==> src/rtl/pixel_seq_ctrl_if.sv <==
// ---------------------------------------------------------------------------
// pixel_seq_ctrl_if -- control/strobe bundle between a frame host and the
// pixel sequencer.
//   start, continuous      host -> sequencer  frame request / free-run select
//   abort                  host -> sequencer  (only with PIXEL_SEQ_CTRL_ABORT_EN)
//   erase, expose, convert sequencer -> host  phase strobes
//   read[N_ROWS]           sequencer -> host  one-hot read group strobe
//   ramp_code[DATA_W]      sequencer -> host  ADC ramp value during convert
//   busy, done, frame_cnt  sequencer -> host  status
// Modports: master = host side, slave = sequencer side.
// ---------------------------------------------------------------------------
interface pixel_seq_ctrl_if #(
    parameter int N_ROWS = 2,
    parameter int DATA_W = 8
);
    logic                start;
    logic                continuous;
`ifdef PIXEL_SEQ_CTRL_ABORT_EN
    logic                abort;
`endif
    logic                erase;
    logic                expose;
    logic                convert;
    logic [N_ROWS-1:0]   read;
    logic [DATA_W-1:0]   ramp_code;
    logic                busy;
    logic                done;
    logic [15:0]         frame_cnt;

    modport master (
        output start, continuous,
`ifdef PIXEL_SEQ_CTRL_ABORT_EN
        output abort,
`endif
        input  erase, expose, convert, read, ramp_code, busy, done, frame_cnt
    );

    modport slave (
        input  start, continuous,
`ifdef PIXEL_SEQ_CTRL_ABORT_EN
        input  abort,
`endif
        output erase, expose, convert, read, ramp_code, busy, done, frame_cnt
    );
endinterface

==> src/rtl/pixel_seq_ctrl.sv <==
// ---------------------------------------------------------------------------
// pixel_seq_ctrl -- frame sequencer for a pixel array:
//   IDLE -> ERASE -> EXPOSE -> CONVERT -> READ(group 0..N_ROWS-1) -> IDLE/ERASE
// Ports:
//   clk    rising-edge clock
//   reset  asynchronous, active-low
//   bus    pixel_seq_ctrl_if.slave (start/continuous in, strobes/status out)
// Strobes are Moore decodes of the state register; ramp_code counts up from
// 0 while in CONVERT. Frame length is C_ERASE+C_EXPOSE+C_CONVERT+N_ROWS*C_READ.
// Optional feature: define PIXEL_SEQ_CTRL_ABORT_EN to add bus.abort, which
// returns a busy sequencer to IDLE with no done pulse or frame_cnt change.
// ---------------------------------------------------------------------------
module pixel_seq_ctrl #(
    parameter int N_ROWS    = 2,
    parameter int C_ERASE   = 5,
    parameter int C_EXPOSE  = 255,
    parameter int C_CONVERT = 255,
    parameter int C_READ    = 5,
    parameter int DATA_W    = 8
) (
    input  logic               clk,
    input  logic               reset,
    pixel_seq_ctrl_if.slave    bus
);
    // Phase counter only has to reach the longest phase length minus one.
    localparam int CMAX_A = (C_ERASE  > C_EXPOSE) ? C_ERASE  : C_EXPOSE;
    localparam int CMAX_B = (C_CONVERT > C_READ)  ? C_CONVERT : C_READ;
    localparam int CMAX   = (CMAX_A > CMAX_B) ? CMAX_A : CMAX_B;
    localparam int PH_W   = (CMAX   > 1) ? $clog2(CMAX)   : 1;
    localparam int RW     = (N_ROWS > 1) ? $clog2(N_ROWS) : 1;

    typedef enum logic [2:0] {
        S_IDLE, S_ERASE, S_EXPOSE, S_CONVERT, S_READ
    } state_t;

    state_t              state_q, state_d;
    logic [PH_W-1:0]     phase_q, phase_d;
    logic [RW-1:0]       row_q, row_d;
    logic [DATA_W-1:0]   ramp_q, ramp_d;
    logic [15:0]         frame_cnt_q, frame_cnt_d;
    logic                frame_end;
    logic                abort_req;

`ifdef PIXEL_SEQ_CTRL_ABORT_EN
    assign abort_req = bus.abort && (state_q != S_IDLE);
`else
    assign abort_req = 1'b0;
`endif

    // Last cycle of the last read group.
    assign frame_end = (state_q == S_READ) &&
                       (phase_q == PH_W'(C_READ - 1)) &&
                       (row_q == RW'(N_ROWS - 1));

    always_comb begin
        state_d     = state_q;
        phase_d     = phase_q + PH_W'(1);
        row_d       = row_q;
        frame_cnt_d = frame_cnt_q;
        case (state_q)
            S_IDLE: begin
                phase_d = '0;
                row_d   = '0;
                if (bus.start) state_d = S_ERASE;
            end
            S_ERASE: begin
                if (phase_q == PH_W'(C_ERASE - 1)) begin
                    state_d = S_EXPOSE;
                    phase_d = '0;
                end
            end
            S_EXPOSE: begin
                if (phase_q == PH_W'(C_EXPOSE - 1)) begin
                    state_d = S_CONVERT;
                    phase_d = '0;
                end
            end
            S_CONVERT: begin
                if (phase_q == PH_W'(C_CONVERT - 1)) begin
                    state_d = S_READ;
                    phase_d = '0;
                end
            end
            S_READ: begin
                if (phase_q == PH_W'(C_READ - 1)) begin
                    phase_d = '0;
                    if (row_q == RW'(N_ROWS - 1)) begin
                        row_d       = '0;
                        frame_cnt_d = frame_cnt_q + 16'd1;
                        // Free-run goes straight back to ERASE, no IDLE gap.
                        state_d     = bus.continuous ? S_ERASE : S_IDLE;
                    end else begin
                        row_d = row_q + RW'(1);
                    end
                end
            end
            default: begin
                state_d = S_IDLE;
                phase_d = '0;
                row_d   = '0;
            end
        endcase
        // Abort overrides everything, including a completing frame.
        if (abort_req) begin
            state_d     = S_IDLE;
            phase_d     = '0;
            row_d       = '0;
            frame_cnt_d = frame_cnt_q;
        end
        // Ramp is 0 on the first convert cycle and advances only while we stay.
        ramp_d = ((state_q == S_CONVERT) && (state_d == S_CONVERT)) ?
                 ramp_q + DATA_W'(1) : '0;
    end

    always_ff @(posedge clk or negedge reset) begin
        if (!reset) begin
            state_q     <= S_IDLE;
            phase_q     <= '0;
            row_q       <= '0;
            ramp_q      <= '0;
            frame_cnt_q <= '0;
        end else begin
            state_q     <= state_d;
            phase_q     <= phase_d;
            row_q       <= row_d;
            ramp_q      <= ramp_d;
            frame_cnt_q <= frame_cnt_d;
        end
    end

    assign bus.erase     = (state_q == S_ERASE);
    assign bus.expose    = (state_q == S_EXPOSE);
    assign bus.convert   = (state_q == S_CONVERT);
    assign bus.read      = (state_q == S_READ) ? (N_ROWS'(1) << row_q) : '0;
    assign bus.ramp_code = ramp_q;
    assign bus.busy      = (state_q != S_IDLE);
    assign bus.done      = frame_end && !abort_req;
    assign bus.frame_cnt = frame_cnt_q;

endmodule

==> src/flat_wrapper.sv <==
// flat-port wrapper written by rule: the top's interface ports become plain ports
module pixel_seq_ctrl_flat 
#(
    parameter int N_ROWS    = 2,
    parameter int C_ERASE   = 5,
    parameter int C_EXPOSE  = 255,
    parameter int C_CONVERT = 255,
    parameter int C_READ    = 5,
    parameter int DATA_W    = 8
)
  (clk, reset, bus_start, bus_continuous, bus_erase, bus_expose, bus_convert, bus_read, bus_ramp_code, bus_busy, bus_done, bus_frame_cnt);
  pixel_seq_ctrl_if #(.N_ROWS(N_ROWS), .DATA_W(DATA_W)) bus_i ();
  input  logic clk;
  input  logic reset;
  input wire logic [$bits(bus_i.start)-1:0] bus_start;
  input wire logic [$bits(bus_i.continuous)-1:0] bus_continuous;
  output wire logic [$bits(bus_i.erase)-1:0] bus_erase;
  output wire logic [$bits(bus_i.expose)-1:0] bus_expose;
  output wire logic [$bits(bus_i.convert)-1:0] bus_convert;
  output wire logic [$bits(bus_i.read)-1:0] bus_read;
  output wire logic [$bits(bus_i.ramp_code)-1:0] bus_ramp_code;
  output wire logic [$bits(bus_i.busy)-1:0] bus_busy;
  output wire logic [$bits(bus_i.done)-1:0] bus_done;
  output wire logic [$bits(bus_i.frame_cnt)-1:0] bus_frame_cnt;
  assign bus_i.start = bus_start;
  assign bus_i.continuous = bus_continuous;
  assign bus_erase = bus_i.erase;
  assign bus_expose = bus_i.expose;
  assign bus_convert = bus_i.convert;
  assign bus_read = bus_i.read;
  assign bus_ramp_code = bus_i.ramp_code;
  assign bus_busy = bus_i.busy;
  assign bus_done = bus_i.done;
  assign bus_frame_cnt = bus_i.frame_cnt;
  pixel_seq_ctrl #(.N_ROWS(N_ROWS), .C_ERASE(C_ERASE), .C_EXPOSE(C_EXPOSE), .C_CONVERT(C_CONVERT), .C_READ(C_READ), .DATA_W(DATA_W)) u_core (.clk(clk), .reset(reset), .bus(bus_i));
endmodule
==> config.mk <==
export PLATFORM = sky130hd
export DESIGN_NAME = pixel_seq_ctrl_flat
export DESIGN_NICKNAME = d
export VERILOG_FILES = /design/src/rtl/pixel_seq_ctrl_if.sv /design/src/rtl/pixel_seq_ctrl.sv /design/src/flat_wrapper.sv
export SDC_FILE = /design/constraint.sdc
export NUM_CORES = 1
export LEC_CHECK = 0
export ABC_AREA = 1
export CORE_UTILIZATION = 56
export DETAILED_ROUTE_END_ITERATION = 16
export PLACE_DENSITY = 0.87
export SYNTH_ARGS = -nofsm -noshare
export SYNTH_HDL_FRONTEND = slang
export SYNTH_SLANG_ARGS = --single-unit
==> constraint.sdc <==
create_clock -name clk -period 3.65 [get_ports clk]
set_input_delay 0.73 -clock clk [delete_from_list [all_inputs] [get_ports clk]]
set_output_delay 0.73 -clock clk [all_outputs]
set_load 0.005 [all_outputs]
Yosys cells after proc, flatten, opt, wreduce, memory -nomap -nowiden
Cells that the tools add are included.
{ "classes": {"addsub": 4, "n_eq_ne": 8, "shift": 1, "n_mux": 16, "n_bitwise": 1, "reduce_logical": 10} }
{ "ops": {"columns": ["op", "n"], "rows": [
  ["2-to-1 mux 8 bit", 3],
  ["2-to-1 mux 3 bit", 6],
  ["adder 16 x 1 -> 16 bit, second input constant", 1],
  ["adder 8 x 1 -> 8 bit, second input constant", 2],
  ["one-hot mux 8 bit (2 select lines)", 1],
  ["one-hot mux 3 bit (5 select lines)", 1],
  ["== test 3 x 2 -> 1 bit, second input constant", 3],
  ["== test 8 x 3 -> 1 bit, second input constant", 1],
  ["== test 8 bit, second input constant", 1],
  ["OR reduction 2 bit", 2],
  ["== test 3 x 1 -> 1 bit, second input constant", 1],
  ["== test 3 bit, second input constant", 1],
  ["logical AND 1 bit", 3],
  ["logical NOT 3 bit", 1],
  ["2-to-1 mux 1 bit", 3],
  ["AND reduction 3 bit", 1],
  ["nonzero test 3 bit", 1],
  ["OR reduction 3 bit", 1],
  ["2-to-1 mux 2 bit", 1],
  ["!= test 2 bit, second input constant", 1],
  ["one-hot mux 1 bit (2 select lines)", 1],
  ["AND reduction 2 bit", 1],
  ["<< shifter 1 x 1 -> 2 bit, first input constant", 1],
  ["adder 1 bit, second input constant", 1],
  ["inverter 1 bit", 1]
]} }
{ "totals": {"register_bits": 36, "in_bits": 4, "out_inout_bits": 31, "elab_cells": 45} }

Depth between registers and ports, before layout
{ "logic_depth": {"word_depth": 7, "ltp_mapped": 9, "depth_no_buf": 9} }

Worst setup path after synthesis
Ideal clock, no wire load.
{ "synth_path": {"path_kind": "register to output", "from": "register u_core.phase_q[0]", "to": "output port bus_done", "t_arrival_ps": 1082, "t_required_ps": 2920, "path_slack_ps": 1838, "path_stages_with_launch": 7, "n_path_buf": 0, "cell_sequence": "dfrtp_1 inv_1 ha_1 nand3_2 nor2_4 nand2_2 clkinv_1"} }
{ "synth_via": {"elab_chain_cells": 3} }
{ "synth_lines": {"columns": ["item", "line", "source"], "rows": [
  ["start: declaration", "pixel_seq_ctrl.sv:37", "logic [PH_W-1:0] phase_q, phase_d;"],
  ["start signal: assignment", "pixel_seq_ctrl.sv:124", "phase_q <= phase_d;"],
  ["== test 8 x 3 -> 1 bit", "pixel_seq_ctrl.sv:52", "(phase_q == PH_W'(C_READ - 1)) &&"],
  ["logical AND 1 bit", "pixel_seq_ctrl.sv:51", "assign frame_end = (state_q == S_READ) &&"],
  ["logical AND 1 bit", "pixel_seq_ctrl.sv:52", null],
  ["end: declaration", "flat_wrapper.sv:23", "output wire logic [$bits(bus_i.done)-1:0] bus_done;"]
]} }
Every way passes these cells.

Worst setup path after layout
Ends and elaborated chain as after synthesis.

==> impl_metrics.prom <==
# TYPE chip_impl_metric gauge
chip_impl_metric{name="place.detailed.hpwl",unit="mm"} 2.90
chip_impl_metric{name="multi_input_comb_area",unit="µm²"} 932
chip_impl_metric{name="clk_latency",unit="ps"} 330
chip_impl_metric{name="drt-total-wl",unit="mm"} 3.80
chip_impl_info{name="clock_tree.root_cell",value="sky130_fd_sc_hd__clkbuf_4"} 1
chip_impl_metric{name="clock_skew",unit="ps"} 9.89
chip_impl_metric{name="fin_nets",unit=""} 298
chip_impl_metric{name="comb_power_share",unit="%"} 1.8
chip_impl_metric{name="fin_worst_hold_slack",unit="ps"} 486
chip_impl_info{name="min_path_type",value="register to register"} 1
chip_impl_metric{name="routed_wire_length_per_instance",unit="µm"} 11.3
chip_impl_metric{name="num_vias",unit=""} 1656
chip_impl_info{name="yosys.area.top_type",value="sky130_fd_sc_hd__dfrtp_1"} 1
chip_impl_metric{name="yosysUniqueCellTypes",unit=""} 25
chip_impl_metric{name="vias_per_cell",unit=""} 4.93
chip_impl_metric{name="gp_congestion",unit=""} 0.817
chip_impl_metric{name="period_minus_slack",unit="ps"} 3000
chip_impl_metric{name="tightestPinTransition",unit="ps"} 455
chip_impl_metric{name="grt_pass1_vias",unit=""} 1492
chip_impl_info{name="critical_path.endpoint_type",value="output pin"} 1
chip_impl_metric{name="cts_resized",unit=""} 0
chip_impl_metric{name="num_rows",unit=""} 21
chip_impl_info{name="critPathSlowestCell",value="sky130_fd_sc_hd__clkdlybuf4s50_1"} 1
chip_impl_metric{name="yosysSeqAreaShare",unit="%"} 46.1
chip_impl_metric{name="fin_tns_setup",unit="ps"} 0
chip_impl_metric{name="synth-edff-count",unit=""} 0
chip_impl_metric{name="critPathArrivalTime",unit="ps"} 2270
chip_impl_metric{name="seq_power_share",unit="%"} 63.6
chip_impl_metric{name="leakagePower",unit="nW"} 1.09
chip_impl_metric{name="final-seq-area",unit="µm²"} 901
chip_impl_metric{name="pin_count",unit=""} 35
chip_impl_metric{name="layout-area-overhead-vs-synth",unit="%"} 22.8
chip_impl_metric{name="drt_pass1_iterations",unit=""} 4
chip_impl_info{name="post_synth_most_frequent_cells",value="sky130_fd_sc_hd__nand2_1, sky130_fd_sc_hd__nor2_1, sky130_fd_sc_hd__dfrtp_1, sky130_fd_sc_hd__inv_1"} 1
chip_impl_metric{name="numCtsBuffers",unit=""} 5
chip_impl_metric{name="core_area",unit="mm²"} 0.00334
chip_impl_metric{name="power-per-cell-area",unit="mW/mm²"} 261
chip_impl_metric{name="hold_fix_buffer_count_after_cts",unit=""} 0
chip_impl_info{name="cts_tree",value="yes"} 1
chip_impl_metric{name="p_sw_share",unit="%"} 20.6
chip_impl_metric{name="h_tree_lvls",unit=""} 2
chip_impl_metric{name="initial_utilization",unit="%"} 58.5
chip_impl_metric{name="synth.ff_latch_count",unit=""} 36
chip_impl_info{name="critical_path_class",value="register to output pin"} 1
chip_impl_metric{name="drt-initial-drc-count",unit=""} 51
chip_impl_metric{name="cts.sinks",unit=""} 36
chip_impl_metric{name="num-fill-cells",unit=""} 265
chip_impl_metric{name="fp.dieArea",unit="mm²"} 0.00373
chip_impl_metric{name="synth_nets",unit=""} 258
chip_impl_info{name="yosys.cell_count.top_type",value="sky130_fd_sc_hd__nand2_1"} 1
chip_impl_metric{name="fin_crit_sh",unit="%"} 82.1
chip_impl_metric{name="final_max_slew_viol_count",unit=""} 0
chip_impl_info{name="grt_setup_unrepaired",value="false"} 1
chip_impl_metric{name="pin_count_of_the_biggest_net_entering_global_routing",unit=""} 37
chip_impl_metric{name="grt_antenna_before_repair",unit=""} 0
chip_impl_metric{name="global_route_wire_length_before_repair",unit="mm"} 6.31
chip_impl_metric{name="max_freq",unit="MHz"} 334
chip_impl_metric{name="syn-instance-count",unit=""} 249
chip_impl_metric{name="total_routing_usage_reported_by_global_routing",unit="%"} 23.3
chip_impl_metric{name="internal-power",unit="mW"} 0.497
chip_impl_metric{name="clock_power_share",unit="%"} 34.5
chip_impl_metric{name="place_ws",unit="ps"} 1010
chip_impl_metric{name="grt_remaining_overflow",unit=""} 0
chip_impl_metric{name="timing.reg2reg.worst_path_depth",unit=""} 8
chip_impl_metric{name="totalPowerFinal",unit="mW"} 0.626
chip_impl_metric{name="post_cts.repair.setup_buffers",unit=""} 0
chip_impl_metric{name="port-buffer-count",unit=""} 34
chip_impl_info{name="cp-start-kind",value="register"} 1
chip_impl_info{name="worstPathCellList",value="inv_1 -> ha_1 -> nand3_2 -> nor2_4 -> nand2_2 -> clkinv_1 -> clkdlybuf4s50_1"} 1
chip_impl_metric{name="drcViolationCount",unit=""} 0
chip_impl_metric{name="setup_viol",unit=""} 0
chip_impl_metric{name="fp.dieW",unit="µm"} 61.1
chip_impl_info{name="cpLargestDelayFamily",value="buffers and inverters"} 1
chip_impl_metric{name="portion_of_synthesized_cell_area_occupied_by_the_leading_cell_type",unit="%"} 46.1
chip_impl_info{name="postSynth.topFlopCell",value="sky130_fd_sc_hd__dfrtp_1"} 1
chip_impl_metric{name="final-hold-violation-count",unit=""} 0
chip_impl_metric{name="timing.critical_path.fanout_max",unit=""} 14
chip_impl_metric{name="whs_path_depth",unit=""} 1
chip_impl_metric{name="synth-async-reset-ratio",unit="%"} 100
chip_impl_metric{name="syn-cell-area",unit="mm²"} 0.00195
chip_impl_info{name="run_status",value="finished, final reports clean"} 1
chip_impl_metric{name="fp.dieH",unit="µm"} 61.1
chip_impl_metric{name="switchingPower",unit="mW"} 0.129
chip_impl_metric{name="rel_slew_slack",unit="%"} 69.7
chip_impl_metric{name="antenna_cells_inserted",unit=""} 0
chip_impl_metric{name="clkTransAtPathRegs",unit="ps"} 100
chip_impl_metric{name="setup_slack",unit="ps"} 652
chip_impl_metric{name="path_buf_inv",unit=""} 3
chip_impl_metric{name="drv_cap",unit=""} 0
chip_impl_metric{name="cts_buffer_depth",unit=""} 2
chip_impl_info{name="netlist_top_cells_area",value="sky130_fd_sc_hd__dfrtp_1, sky130_fd_sc_hd__nand2_1, sky130_fd_sc_hd__nor2_1"} 1
chip_impl_metric{name="yosys_warnings",unit=""} 0
chip_impl_metric{name="antenna_violating_nets_post_route",unit=""} 0
chip_impl_metric{name="drive_above_1_share",unit="%"} 6.21
chip_impl_metric{name="slowest_delay",unit="ps"} 540
chip_impl_metric{name="required_time_at_the_endpoint_of_the_critical_path",unit="ps"} 2920
chip_impl_metric{name="avgSynthCellArea",unit="µm²"} 7.84
chip_impl_metric{name="levels_on_crit_path",unit=""} 7
chip_impl_metric{name="ir_drop_worst_case_vdd",unit="µV"} 185
-- final timing paths --
| check | from | to | slack (ps) |
|---|---|---|---|
| min in group asynchronous | reset | u_core.bus.frame_cnt[12] | 800 |
| max | u_core.phase_q[0] | bus_done | 650 |
| min | u_core.bus.ramp_code[0] | u_core.bus.ramp_code[0] | 490 |
| max in group asynchronous | reset | u_core.phase_q[2] | 2520 |
| max reg2reg | u_core.phase_q[0] | u_core.bus.frame_cnt[11] | 1910 |
| min reg2reg | u_core.bus.ramp_code[0] | u_core.bus.ramp_code[0] | 490 |
-- cells by family after synthesis --
| kind of cell | synth area share [%] |
|---|---|
| buffers and inverters | 6.15 |
| xor gates and xnor gates | 7.17 |
| AOI/OAI and AO/OA | 4.93 |
| DFF | 46.1 |
| and+or+nand+nor | 32.4 |
| adders and majority gates | 3.20 |
-- power by group through the flow --
| stage | sequential [mW] | clock, mW | combinational (mW) |
|---|---|---|---|
| floorplan | 0.407 | 0 | 0.000000586 |
| global placement | 0.406 | 0 | 0.0118 |
| detailed placement | 0.406 | 0 | 0.0119 |
| CTS | 0.399 | 0.219 | 0.0119 |
| global route | 0.399 | 0.234 | 0.0132 |
| finish | 0.399 | 0.216 | 0.0115 |
-- metrics by stage --
| stage | instances | utilization (%) | cell area (µm²) |
|---|---|---|---|
| floorplan | 249 | - | 1950 |
| global placement | 328 | 70.1 | 2340 |
| detailed placement | 328 | 70.1 | 2340 |
| CTS | 336 | 71.9 | 2400 |
| global route | 336 | 71.9 | 2400 |
| finish | 336 | 71.9 | 2400 |
-- sequential cells by signal, summed over array words and instances (netlist names) --
register,cells
u_core.bus.frame_cnt,16
u_core.bus.ramp_code,8
u_core.phase_q,8
u_core.state_q,3
u_core.row_q,1
-- final cells by class --
class	instances	share of cell area, %
sequential	36	37.6
multi-input combinational	184	38.9
timing repair buffer	35	14.5
clock buffer	8	2.45
inverter	27	4.23
tap	46	2.40
-- routing by layer --
metal  wire [µm]  up-vias  global-route usage (%)
met5           0        -                       0
met4          52        0                    8.44
met3         162        6                    3.99
met2        1790       37                    38.0
met1        1790      753                    31.2
li1            -      860                       -
-- cell usage in the layout (no fill, tap or decap) --
cell                              synthesis  layout
sky130_fd_sc_hd__nand2_1                 73      73
sky130_fd_sc_hd__nor2_1                  40      40
sky130_fd_sc_hd__dfrtp_1                 36      36
sky130_fd_sc_hd__clkdlybuf4s50_1          0      34
sky130_fd_sc_hd__inv_1                   26      26
sky130_fd_sc_hd__nand3_1                 11      11
sky130_fd_sc_hd__xor2_1                  11      11
sky130_fd_sc_hd__o21ai_0                  7       7
sky130_fd_sc_hd__a21oi_1                  6       6
sky130_fd_sc_hd__xnor2_1                  5       5
sky130_fd_sc_hd__ha_1                     5       5
sky130_fd_sc_hd__clkbuf_4                 0       5
sky130_fd_sc_hd__nor2_2                   4       4
sky130_fd_sc_hd__nand4_1                  4       4
sky130_fd_sc_hd__nand2_2                  3       3
sky130_fd_sc_hd__nor3_1                   3       3
sky130_fd_sc_hd__nand3b_1                 3       3
sky130_fd_sc_hd__nor2_4                   2       2
sky130_fd_sc_hd__nor3b_1                  2       2
sky130_fd_sc_hd__clkbuf_1                 0       2
sky130_fd_sc_hd__nand3_2                  1       1
sky130_fd_sc_hd__o21ai_2                  1       1
sky130_fd_sc_hd__a21boi_0                 1       1
sky130_fd_sc_hd__o211ai_1                 1       1
sky130_fd_sc_hd__clkinv_1                 1       1
sky130_fd_sc_hd__a22oi_1                  1       1
sky130_fd_sc_hd__clkbuf_8                 0       1
sky130_fd_sc_hd__buf_4                    1       1
(Power assumes the default switching activity.)
